`src/rtl/output_hold_pkg.sv`:
```
// Shared types and defaults for the output_hold block.
package output_hold_pkg;

    typedef enum logic {
        IDLE = 1'b0,
        HOLD = 1'b1
    } hold_state_t;

    localparam int DEFAULT_TICKS = 4;

endpackage

```
`src/rtl/hold_tick_gen.sv`:
```
// Shared prescaler: one-clock Tick every N clocks, first Tick on the N-th edge after reset.
module hold_tick_gen #(
    parameter int N = 2
) (
    input  logic Clock,
    input  logic Reset,
    output logic Tick
);

    generate
        if (N <= 1) begin : g_const
            // Every clock is a tick; clock and reset are not needed here.
            logic unused_in;
            assign unused_in = Clock ^ Reset;
            assign Tick      = 1'b1;
        end else begin : g_cnt
            localparam int CW = $clog2(N);
            logic [CW-1:0] cnt;

            always_ff @(posedge Clock or posedge Reset) begin
                if (Reset) begin
                    cnt <= '0;
                end else if (cnt == CW'(N - 1)) begin
                    cnt <= '0;
                end else begin
                    cnt <= cnt + 1'b1;
                end
            end

            assign Tick = (cnt == CW'(N - 1));
        end
    endgenerate

endmodule

```
`src/rtl/output_hold.sv`:
```
// Per-channel minimum-hold shaper for actuator outputs.
// Define OUTPUT_HOLD_SYNC_EN to insert a 2-flop input synchronizer (I->O latency 3).
module output_hold
    import output_hold_pkg::*;
#(
    parameter int Size          = 4,
    parameter int ClockPeriod_ns = 20,
    parameter int HoldPeriod_ns = 500_000,
    parameter int Ticks         = DEFAULT_TICKS
) (
    input  logic            Clock,
    input  logic            Reset,
    input  logic [Size-1:0] I,
    output logic [Size-1:0] O,
    output logic [Size-1:0] Busy
);

    localparam int Prescale = HoldPeriod_ns / ClockPeriod_ns / Ticks;
    localparam int CW       = $clog2(Ticks + 1);

    logic            tick;
    logic [Size-1:0] level;

    hold_tick_gen #(
        .N(Prescale)
    ) u_tick (
        .Clock(Clock),
        .Reset(Reset),
        .Tick (tick)
    );

`ifdef OUTPUT_HOLD_SYNC_EN
    logic [Size-1:0] sync_q1;
    logic [Size-1:0] sync_q2;

    // Reset to ones so a released reset does not look like a requested change.
    always_ff @(posedge Clock or posedge Reset) begin
        if (Reset) begin
            sync_q1 <= '1;
            sync_q2 <= '1;
        end else begin
            sync_q1 <= I;
            sync_q2 <= sync_q1;
        end
    end

    assign level = sync_q2;
`else
    assign level = I;
`endif

    generate
        for (genvar c = 0; c < Size; c++) begin : g_ch
            hold_state_t   state;
            hold_state_t   state_nxt;
            logic [CW-1:0] cnt;
            logic [CW-1:0] cnt_nxt;
            logic          o_q;
            logic          o_nxt;

            always_ff @(posedge Clock or posedge Reset) begin
                if (Reset) begin
                    state <= IDLE;
                    cnt   <= '0;
                    o_q   <= 1'b1;
                end else begin
                    state <= state_nxt;
                    cnt   <= cnt_nxt;
                    o_q   <= o_nxt;
                end
            end

            // A tick on the load edge is ignored: the IDLE branch never looks at it.
            always_comb begin
                state_nxt = state;
                cnt_nxt   = cnt;
                o_nxt     = o_q;
                case (state)
                    IDLE: begin
                        if (level[c] != o_q) begin
                            o_nxt     = level[c];
                            cnt_nxt   = CW'(Ticks);
                            state_nxt = HOLD;
                        end
                    end
                    HOLD: begin
                        if (tick) begin
                            cnt_nxt = cnt - 1'b1;
                            if (cnt == CW'(1)) begin
                                state_nxt = IDLE;
                            end
                        end
                    end
                    default: state_nxt = IDLE;
                endcase
            end

            assign O[c]    = o_q;
            assign Busy[c] = (state == HOLD);
        end
    endgenerate

endmodule

```
`config.mk`:
```
export PLATFORM = sky130hd
export DESIGN_NAME = output_hold
export DESIGN_NICKNAME = d
export VERILOG_FILES = /design/src/rtl/output_hold_pkg.sv /design/src/rtl/hold_tick_gen.sv /design/src/rtl/output_hold.sv
export SDC_FILE = /design/constraint.sdc
export NUM_CORES = 1
export LEC_CHECK = 0
export BUFFER_PORTS_ARGS = -buffer_cell sky130_fd_sc_hd__buf_2
export CAP_MARGIN = 15
export CORE_UTILIZATION = 35
export CTS_BUF_LIST = sky130_fd_sc_hd__clkbuf_4 sky130_fd_sc_hd__clkbuf_8
export CTS_CLUSTER_DIAMETER = 60
export CTS_CLUSTER_SIZE = 20
export DETAILED_ROUTE_END_ITERATION = 6
export SETUP_SLACK_MARGIN = 0.05
export SKIP_LAST_GASP = 1
export SLEW_MARGIN = 30
export SYNTH_ARGS = -nofsm -noshare
export SYNTH_HDL_FRONTEND = slang
export SYNTH_SLANG_ARGS = --single-unit
```
`constraint.sdc`:
```
create_clock -name Clock -period 2.9 [get_ports Clock]
set_input_delay 0.58 -clock Clock [delete_from_list [all_inputs] [get_ports Clock]]
set_output_delay 0.58 -clock Clock [all_outputs]
set_load 0.03 [all_outputs]
```
==> results.sh, run 1 <==
export IMPL_status="complete, no violations"
export IMPL_synth_compound_area_frac=0.08870
export IMPL_worst_skew_pair_late_latency_ps=280
export IMPL_fmax_mhz=570.5
export IMPL_grt_busiest_layer="met2"
export IMPL_critPathMaxFanout=9
export IMPL_h_tree_depth=2
export IMPL_maxCapViolCount=0
export IMPL_grt_use_met2=0.2087
export IMPL_finClkSkew_ps=4.445
export IMPL_die_area_um2=5285
export IMPL_synth_largest_area_cell="dfrtp_1"
export IMPL_postRouteAntennaNets=0
export IMPL_grtUsageMet3=0.03729
export IMPL_regToRegStartpoint="u_tick.g_cnt.cnt[1]"
export IMPL_ys_top_cells_by_count="dfrtp_1 (29), inv_1 (18), nor2_1 (12)"
export IMPL_ys_seq_area_frac=0.4750
export IMPL_io_buffers=13
export IMPL_start_util=0.3679
export IMPL_fin_setup_tns_ps=0
export IMPL_power_leakage_nw=0.8749
export IMPL_yosys_area_share_simple=0.1559
export IMPL_finalCritPeriodShare=0.6045
export IMPL_root_buffer="clkbuf_8"
export IMPL_synth_xor_area_frac=0.07511
export IMPL_startpoint="u_tick.g_cnt.cnt[1]"
export IMPL_grt_overflow=0
export IMPL_ys_warn_count=0
export IMPL_syn_area_um2=1749
export IMPL_nNetsFinal=189
export IMPL_grt_util_met1=0.1459
export IMPL_synthMuxAreaShare=0.04864
export IMPL_die_y_um=72.70
export IMPL_num_antenna_cells=0
export IMPL_io_pin_count=14
export IMPL_startpoint_type="flip-flop"
export IMPL_ir_drop_mv=0.1905
export IMPL_cts_tree="yes"
export IMPL_synth_most_common_cell="dfrtp_1"
export IMPL_place_area_um2=1824
export IMPL_cts_buffers=5
export IMPL_fin_hold_ws_ps=375.7
export IMPL_dominantRegCellSynth="dfrtp_1"
export IMPL_grt_max_degree=34
export IMPL_synthCells=163
export IMPL_slew_violations=0
export IMPL_rows=25
export IMPL_hp_class="in -> async"
export IMPL_place_congestion=0.7436
export IMPL_synth_seq_cells=33
export IMPL_power_density_nw_per_um2=519.2
export IMPL_post_cts_buffers=0
export IMPL_clockBufferDepth=2
export IMPL_cts_hold_buf=0
export IMPL_synth_fp_nets=179
export IMPL_synth_cell_type_count=34
export IMPL_grt_setup_unrepaired="false"
export IMPL_postLayoutCellArea_um2=1914
export IMPL_die_w_um=72.70
export IMPL_end_kind="flip-flop"
export IMPL_grt_antenna_before_repair=0
export IMPL_wirelength_um=2890
export IMPL_clkTransAtPathRegs_ps=70
export IMPL_crit_type="reg -> reg"
export IMPL_vias_per_cell=4.888
export IMPL_synthArstFlopShare=1.000
export IMPL_setup_viol_count_final=0
export IMPL_grt_pass1_wl_um=4974
export IMPL_hpwl_um=2020
export IMPL_grt_pass1_vias=1140
export IMPL_hold_viol_final=0
export IMPL_fin_crit_ps=1753
export IMPL_drt_iter0_drc=58
export IMPL_synthTopCellsByArea="dfrtp_1 (41%), ha_1 (7.2%), dfstp_2 (6.0%), xor2_1 (4.5%), inv_1 (3.9%)"
export IMPL_slew_headroom=0.6630
export IMPL_synth_top_family_by_area="simple AND/OR/NAND/NOR gates"
export IMPL_synthAdderAreaFrac=0.07153
export IMPL_grtUsageTotal=0.1271
export IMPL_synth_top_area_share=0.4149
export IMPL_arrival_ps=1960
export IMPL_area_growth_pct=9.442
export IMPL_synth_edf_count=0
export IMPL_firstDrtPassIters=4
export IMPL_core_area_um2=4755
export IMPL_wl_per_cell_um=12.04
export IMPL_worst_pin_slew_ps=505.5
export IMPL_layout_drive_gt1_share=0.1908
export IMPL_dr_total_vias=1173
export IMPL_drc=0
export IMPL_postLayoutCoreUtil=0.4026
export IMPL_syn_area_per_cell_um2=10.73
export IMPL_cts_resized=0
export IMPL_cts_sinks=33
export IMPL_required_ps=3110
worst max-delay path, stage by stage, from the launching register on:
cell and delay [ps]:
dfrtp_1 410, inv_1 70, ha_1 140, nor4bb_4 270, and3_1 410, and3_1 220, mux2i_1 170
flip-flops by register name, indices dropped and copies added (netlist names):
name	cells
u_tick.g_cnt.cnt	13
g_ch.cnt	12
g_ch.o_q	4
g_ch.state	4
layout make-up:
type / instances / area (µm²)
clock buffer: 7 / 90.09
fill: 486 / 2840
inverter: 18 / 67.56
multi-input combinational: 101 / 769.5
sequential: 33 / 830.8
tap: 67 / 83.83
timing repair buffer: 14 / 72.57
cell families after synthesis:
family          count (synthesis)
simple gates                   46
flops                          33
buf+inv                        29
compound gates                 22
xor+xnor                       15
fa+ha+maj                      10
mux                             8
placed cells by master (no fill, tap or decap), drive strengths merged, types with 7 or more instances in the layout:
master	netlist	routed
inv	18	18
buf	11	14
dfrtp	29	29
nand2	7	7
ha	10	10
nor2	12	12
xor2	9	9
nand3	7	7
clkbuf	0	7
per-layer routing:
layer  wire length [µm]  share of wire  vias to the layer above
met5                  0              0                        -
met4                 77          0.027                        0
met3                 99          0.034                        7
met2               1393           0.48                       14
met1               1320           0.46                      579
li1                   -              -                      573
per-stage QoR:
step	total power, W	worst slack (ps)	std cells
finish	0.0009938	1147	240
global route	0.001046	993.4	240
CTS	0.001012	1125	240
detailed placement	0.0006465	1141	233
global placement	0.0006451	1198	233
floorplan	0.0006247	1300	163
where the power goes:
| group | leakage (nW) | internal (W) | switching, W |
|---|---|---|---|
| Sequential | 0.380 | 0.000498 | 0.0000210 |
| Clock | 0.0477 | 0.000197 | 0.000160 |
| Combinational | 0.447 | 0.0000474 | 0.0000700 |
path summary, 6_finish.rpt:
check | end | slack, ps | depth (start not counted)
min in group Clock | g_ch[3].cnt[2] | 470 | 1
worst min register to register | g_ch[3].cnt[2] | 470 | 1
worst min-delay path | g_ch[1].cnt[0] | 380 | 3
worst max register to register | g_ch[0].cnt[2] | 1150 | 6
worst max-delay path | g_ch[0].cnt[2] | 1150 | 6
max in group asynchronous | g_ch[3].o_q | 2180 | 3
Note: power is estimated with default switching activity, not from simulation.
==> run 2: changes to the inputs <==
- clock period: 2.9 -> 1.65 ns (I/O delays scaled with it)
==> results.sh, run 2 (synthesis results as in run 1) <==
export IMPL_status="complete, no violations"
export IMPL_switchingPower_w=0.0004410
export IMPL_die_y_um=72.70
export IMPL_finClkSkew_ps=3.787
export IMPL_power_frac_seq=0.522
export IMPL_power_leakage_nw=0.9487
export IMPL_largest_reg_flops=13
export IMPL_area_growth_pct=17.81
export IMPL_start_util=0.3679
export IMPL_drt_iter0_drc=67
export IMPL_maxCapViolCount=0
export IMPL_grt_setup_unrepaired="true"
export IMPL_h_tree_depth=2
export IMPL_die_w_um=72.70
export IMPL_cts_sinks=33
export IMPL_final_cell_mix="dfrtp_1 (29), inv_1 (18), buf_2 (13), buf_4 (13), nor2_1 (12)"
export IMPL_io_pin_count=14
export IMPL_wl_per_cell_um=11.75
export IMPL_fin_setup_tns_ps=0
export IMPL_fin_crit_ps=1578
export IMPL_worst_pin_slew_ps=409.4
export IMPL_grt_antenna_before_repair=0
export IMPL_power_density_nw_per_um2=847.6
export IMPL_top_register="u_tick.g_cnt.cnt"
export IMPL_finalCritPeriodShare=0.9566
export IMPL_fmax_mhz=633.6
export IMPL_clkTransAtPathRegs_ps=70
export IMPL_cts_buffers=5
export IMPL_layout_drive_gt1_share=0.2819
export IMPL_cts_hold_buf=0
export IMPL_worst_skew_pair_late_latency_ps=280
export IMPL_end_kind="flip-flop"
export IMPL_critPathMaxFanout=9
export IMPL_grt_pass1_wl_um=5347
export IMPL_crit_slowest_cell="dfrtp_1"
export IMPL_core_area_um2=4755
export IMPL_power_internal_w=0.001306
export IMPL_place_congestion=0.7709
export IMPL_grt_overflow=0
export IMPL_fin_hold_ws_ps=118.6
export IMPL_crit_type="reg -> reg"
export IMPL_cts_tree="yes"
export IMPL_p_clk_frac=0.363
export IMPL_slew_headroom=0.7271
export IMPL_arrival_ps=1750
export IMPL_grtUsageTotal=0.1329
export IMPL_crit_chain="ha_1 > nor4bb_4 > and3_2 > a211o_1 > and3_1"
export IMPL_clockBufferDepth=2
export IMPL_drc=0
export IMPL_postRouteAntennaNets=0
export IMPL_power_total_w=0.001747
export IMPL_startpoint_type="flip-flop"
export IMPL_nNetsFinal=203
export IMPL_slew_violations=0
export IMPL_hpwl_um=2147
export IMPL_swShare=0.2525
export IMPL_p_comb_frac=0.115
export IMPL_setup_viol_count_final=0
export IMPL_rows=25
export IMPL_hold_viol_final=0
export IMPL_root_buffer="clkbuf_8"
export IMPL_reg_top3="u_tick.g_cnt.cnt: 13 flops, g_ch.cnt: 12 flops"
export IMPL_wirelength_um=2995
export IMPL_firstDrtPassIters=4
export IMPL_hp_class="in -> async"
export IMPL_ir_drop_mv=0.3137
export IMPL_rrSetupSlack_ps=70
export IMPL_crit_path_max_incr_delay_ps=380
export IMPL_die_area_um2=5285
export IMPL_final_common_cell="dfrtp_1"
export IMPL_vias_per_cell=4.675
export IMPL_num_antenna_cells=0
export IMPL_postLayoutCoreUtil=0.4334
export IMPL_grt_pass1_vias=1254
export IMPL_grt_max_degree=34
export IMPL_io_buffers=13
export IMPL_dr_total_vias=1192
export IMPL_required_ps=1830
[run 2: final timing paths]
| check | startpoint | to | cells after the start |
|---|---|---|---|
| setup reg to reg | u_tick.g_cnt.cnt[0] | g_ch[2].cnt[2] | 5 |
| min in group Clock | I[2] | g_ch[2].o_q | 2 |
| max in group asynchronous | Reset | g_ch[3].o_q | 3 |
| hold reg to reg | g_ch[0].cnt[2] | g_ch[0].cnt[2] | 1 |
| hold / removal | Reset | g_ch[1].state | 3 |
| setup / recovery | u_tick.g_cnt.cnt[0] | g_ch[2].cnt[2] | 5 |
[run 2: routing by layer]
| metal | part of all wire | track usage | wire length (µm) | up-vias |
|---|---|---|---|---|
| met5 | 0 | 0 | 0 | - |
| met4 | 0.016 | 0.06536 | 48 | 0 |
| met3 | 0.028 | 0.03729 | 84 | 5 |
| met2 | 0.49 | 0.2305 | 1456 | 11 |
| met1 | 0.47 | 0.1499 | 1405 | 572 |
| li1 | - | - | - | 604 |
[run 2: worst max-delay path: cells and delay by family (launching register included)]
kind	cells	cell delay, ps
and+or+nand+nor	3	590
DFF	1	380
AOI/OAI and AO/OA	1	300
adders and majority gates	1	200
[run 2: final cells by class]
| cell class | count | area, µm² |
|---|---|---|
| Sequential cell | 33 | 830.8 |
| Tap cell | 67 | 83.83 |
| Fill cell | 486 | 2694 |
| Timing Repair Buffer | 28 | 185.2 |
| Clock buffer | 8 | 91.34 |
| Inverter | 18 | 67.56 |
| Multi-Input combinational cell | 101 | 802.0 |
[run 2: what timing repair did]
action	4_1_cts	5_1_grt
endpoints found under the setup margin	10	15
setup buffers	1	0
pin swaps	0	5
resized for setup	2	6
[run 2: metrics by stage]
step	instances	instance area (µm²)	setup WS (ps)
floorplan	163	1749	50.02
global placement	246	1922	35.33
detailed placement	246	1922	-6.999
CTS	255	2026	60.75
global route	255	2061	21.81
finish	255	2061	71.63
[run 2: power groups by stage]
stage	Clock [W]	Sequential [W]	Combinational [W]
floorplan	0	0.000919	0.000179
global placement	0	0.000925	0.000204
detailed placement	0	0.000926	0.000206
CTS	0.000651	0.000912	0.000207
global route	0.000681	0.000919	0.000234
finish	0.000635	0.000911	0.000201
==> run 3: changes to the inputs <==
- CORE_UTILIZATION: 35 -> 55
- PLACE_DENSITY: unset -> 0.74
- REMOVE_ABC_BUFFERS: unset -> 1
==> results.sh, run 3 (synthesis results as in run 1) <==
export IMPL_nNetsFinal=201
export IMPL_grt_overflow=0
export IMPL_drc=0
export IMPL_grt_antenna_before_repair=0
export IMPL_crit_slowest_cell="dfrtp_1"
export IMPL_arrival_ps=1880
export IMPL_io_buffers=13
export IMPL_postLayoutCoreUtil=0.6479
export IMPL_wl_per_cell_um=13.33
export IMPL_crit_path_max_incr_delay_ps=390
export IMPL_status="complete, no violations"
export IMPL_fmax_mhz=623.9
export IMPL_root_buffer="clkbuf_4"
export IMPL_crit_type="reg -> reg"
export IMPL_core_area_um2=3028
export IMPL_finalCritPeriodShare=0.9713
export IMPL_postRouteAntennaNets=0
export IMPL_rows=20
export IMPL_power_total_w=0.001569
export IMPL_fin_crit_ps=1603
export IMPL_slew_headroom=0.7305
export IMPL_power_leakage_nw=0.9201
export IMPL_startpoint_type="flip-flop"
export IMPL_h_tree_depth=2
export IMPL_die_area_um2=3410
export IMPL_cts_sinks=33
export IMPL_end_kind="flip-flop"
export IMPL_top_register="u_tick.g_cnt.cnt"
export IMPL_wirelength_um=3065
export IMPL_postLayoutCellArea_um2=1962
export IMPL_dr_total_vias=1227
export IMPL_io_pin_count=14
export IMPL_setup_viol_count_final=0
export IMPL_cts_tree="yes"
export IMPL_power_density_nw_per_um2=799.8
export IMPL_grt_setup_unrepaired="true"
export IMPL_grtUsageTotal=0.2039
export IMPL_area_growth_pct=12.16
export IMPL_layout_drive_gt1_share=0.2634
export IMPL_required_ps=1920
export IMPL_ir_drop_mv=0.3741
export IMPL_hp_class="in -> async"
export IMPL_drt_iter0_drc=49
export IMPL_die_y_um=58.40
export IMPL_vias_per_cell=5.335
export IMPL_critPathTopFamily="simple AND/OR/NAND/NOR gates"
export IMPL_clkTransAtPathRegs_ps=100
export IMPL_hpwl_um=2276
export IMPL_grt_max_degree=34
export IMPL_final_cell_mix="dfrtp_1 (29), inv_1 (18), buf_2 (13), buf_4 (13), nor2_1 (12)"
export IMPL_largest_reg_flops=13
export IMPL_final_common_cell="dfrtp_1"
export IMPL_cts_hold_buf=0
export IMPL_place_area_um2=1871
export IMPL_crit_chain="inv_1 > ha_1 > nor4bb_4 > buf_4 > nand3_4 > o211ai_1 > and3_1"
export IMPL_firstDrtPassIters=4
export IMPL_hold_viol_final=0
export IMPL_place_congestion=0.8017
export IMPL_maxCapViolCount=0
export IMPL_cts_buffers=5
export IMPL_reg_top3="u_tick.g_cnt.cnt: 13 flops, g_ch.cnt: 12 flops"
export IMPL_critPathMaxFanout=8
export IMPL_num_antenna_cells=0
export IMPL_worst_skew_pair_late_latency_ps=330
export IMPL_slew_violations=0
export IMPL_worst_pin_slew_ps=404.3
export IMPL_start_util=0.5777
export IMPL_layout_cells_non_filler=230
export IMPL_grt_pass1_wl_um=5168
export IMPL_placed_cells=220
export IMPL_clockBufferDepth=2
export IMPL_die_w_um=58.40
export IMPL_grt_pass1_vias=1259
export IMPL_finClkSkew_ps=8.740
export IMPL_cp_buffers_inverters=2
-- run 3: changes by cell type in the layout (fill, tap and decap cells not counted) --
cell,change
and3_4,+1
a41oi_1,+2
clkinv_2,+2
a41oi_2,-2
clkbuf_4,+3
and3_2,-1
clkbuf_8,-5
buf_6,-2
-- run 3: timing repair --
action / in CTS / in global routing
pin swaps: 0 / 4
buffers inserted: 0 / 2
setup endpoints to repair: 9 / 12
resized for setup: 4 / 2
-- run 3: layer usage --
metal / vias up / global-route usage / part of all wire
met2: 18 / 0.3793 / 0.55
met4: 0 / 0.08844 / 0.014
met3: 6 / 0.06154 / 0.032
li1: 597 / - / -
met1: 606 / 0.2107 / 0.40
met5: - / 0 / 0
-- run 3: where the power goes --
part	leakage [nW]	switching [W]	internal [W]	total (W)
registers	0.380	0.0000374	0.000875	0.000912
logic	0.504	0.000130	0.0000849	0.000215
clock network	0.0354	0.000263	0.000179	0.000442
total	0.920	0.000431	0.00114	0.00157
-- run 3: area by class of cell --
cell class,instances,area (µm²)
inverters,18,67.56
well taps,44,55.05
clock inverters,2,10.01
clock buffers,6,45.04
flip-flops and latches,33,830.8
multi-input cells,101,790.8
fillers,247,1066
repair buffers,26,162.7
-- run 3: path summary, 6_finish.rpt --
check / from / to / depth (start not counted) / slack (ps)
hold reg to reg: g_ch[3].cnt[2] / g_ch[3].cnt[2] / 1 / 500
min in group Clock: I[2] / g_ch[2].o_q / 2 / 250
setup / recovery: u_tick.g_cnt.cnt[1] / g_ch[1].cnt[2] / 7 / 50
max in group asynchronous: Reset / g_ch[3].o_q / 3 / 1260
setup reg to reg: u_tick.g_cnt.cnt[1] / g_ch[1].cnt[2] / 7 / 50
hold / removal: Reset / g_ch[0].cnt[0] / 3 / 50
-- run 3: worst register-to-register path, delay by kind of cell, from the launching register on --
family	cells	cell delay, ps
adders and majority gates	1	130
buffers and inverters	2	240
and+or+nand+nor	3	570
AOI/OAI and AO/OA	1	220
DFF	1	390
-- run 3: stage by stage --
stage / hold slack (ps) / setup slack (ps) / TNS, ps
final: 53.82 / 47.30 / 0
after global routing: 82.61 / -87.01 / -378.9
after floorplan: 443.3 / 68.20 / 0
after CTS: 62.05 / 19.42 / 0
after detailed placement: 438.3 / -79.99 / -84.01
after global placement: 432.8 / 40.26 / 0
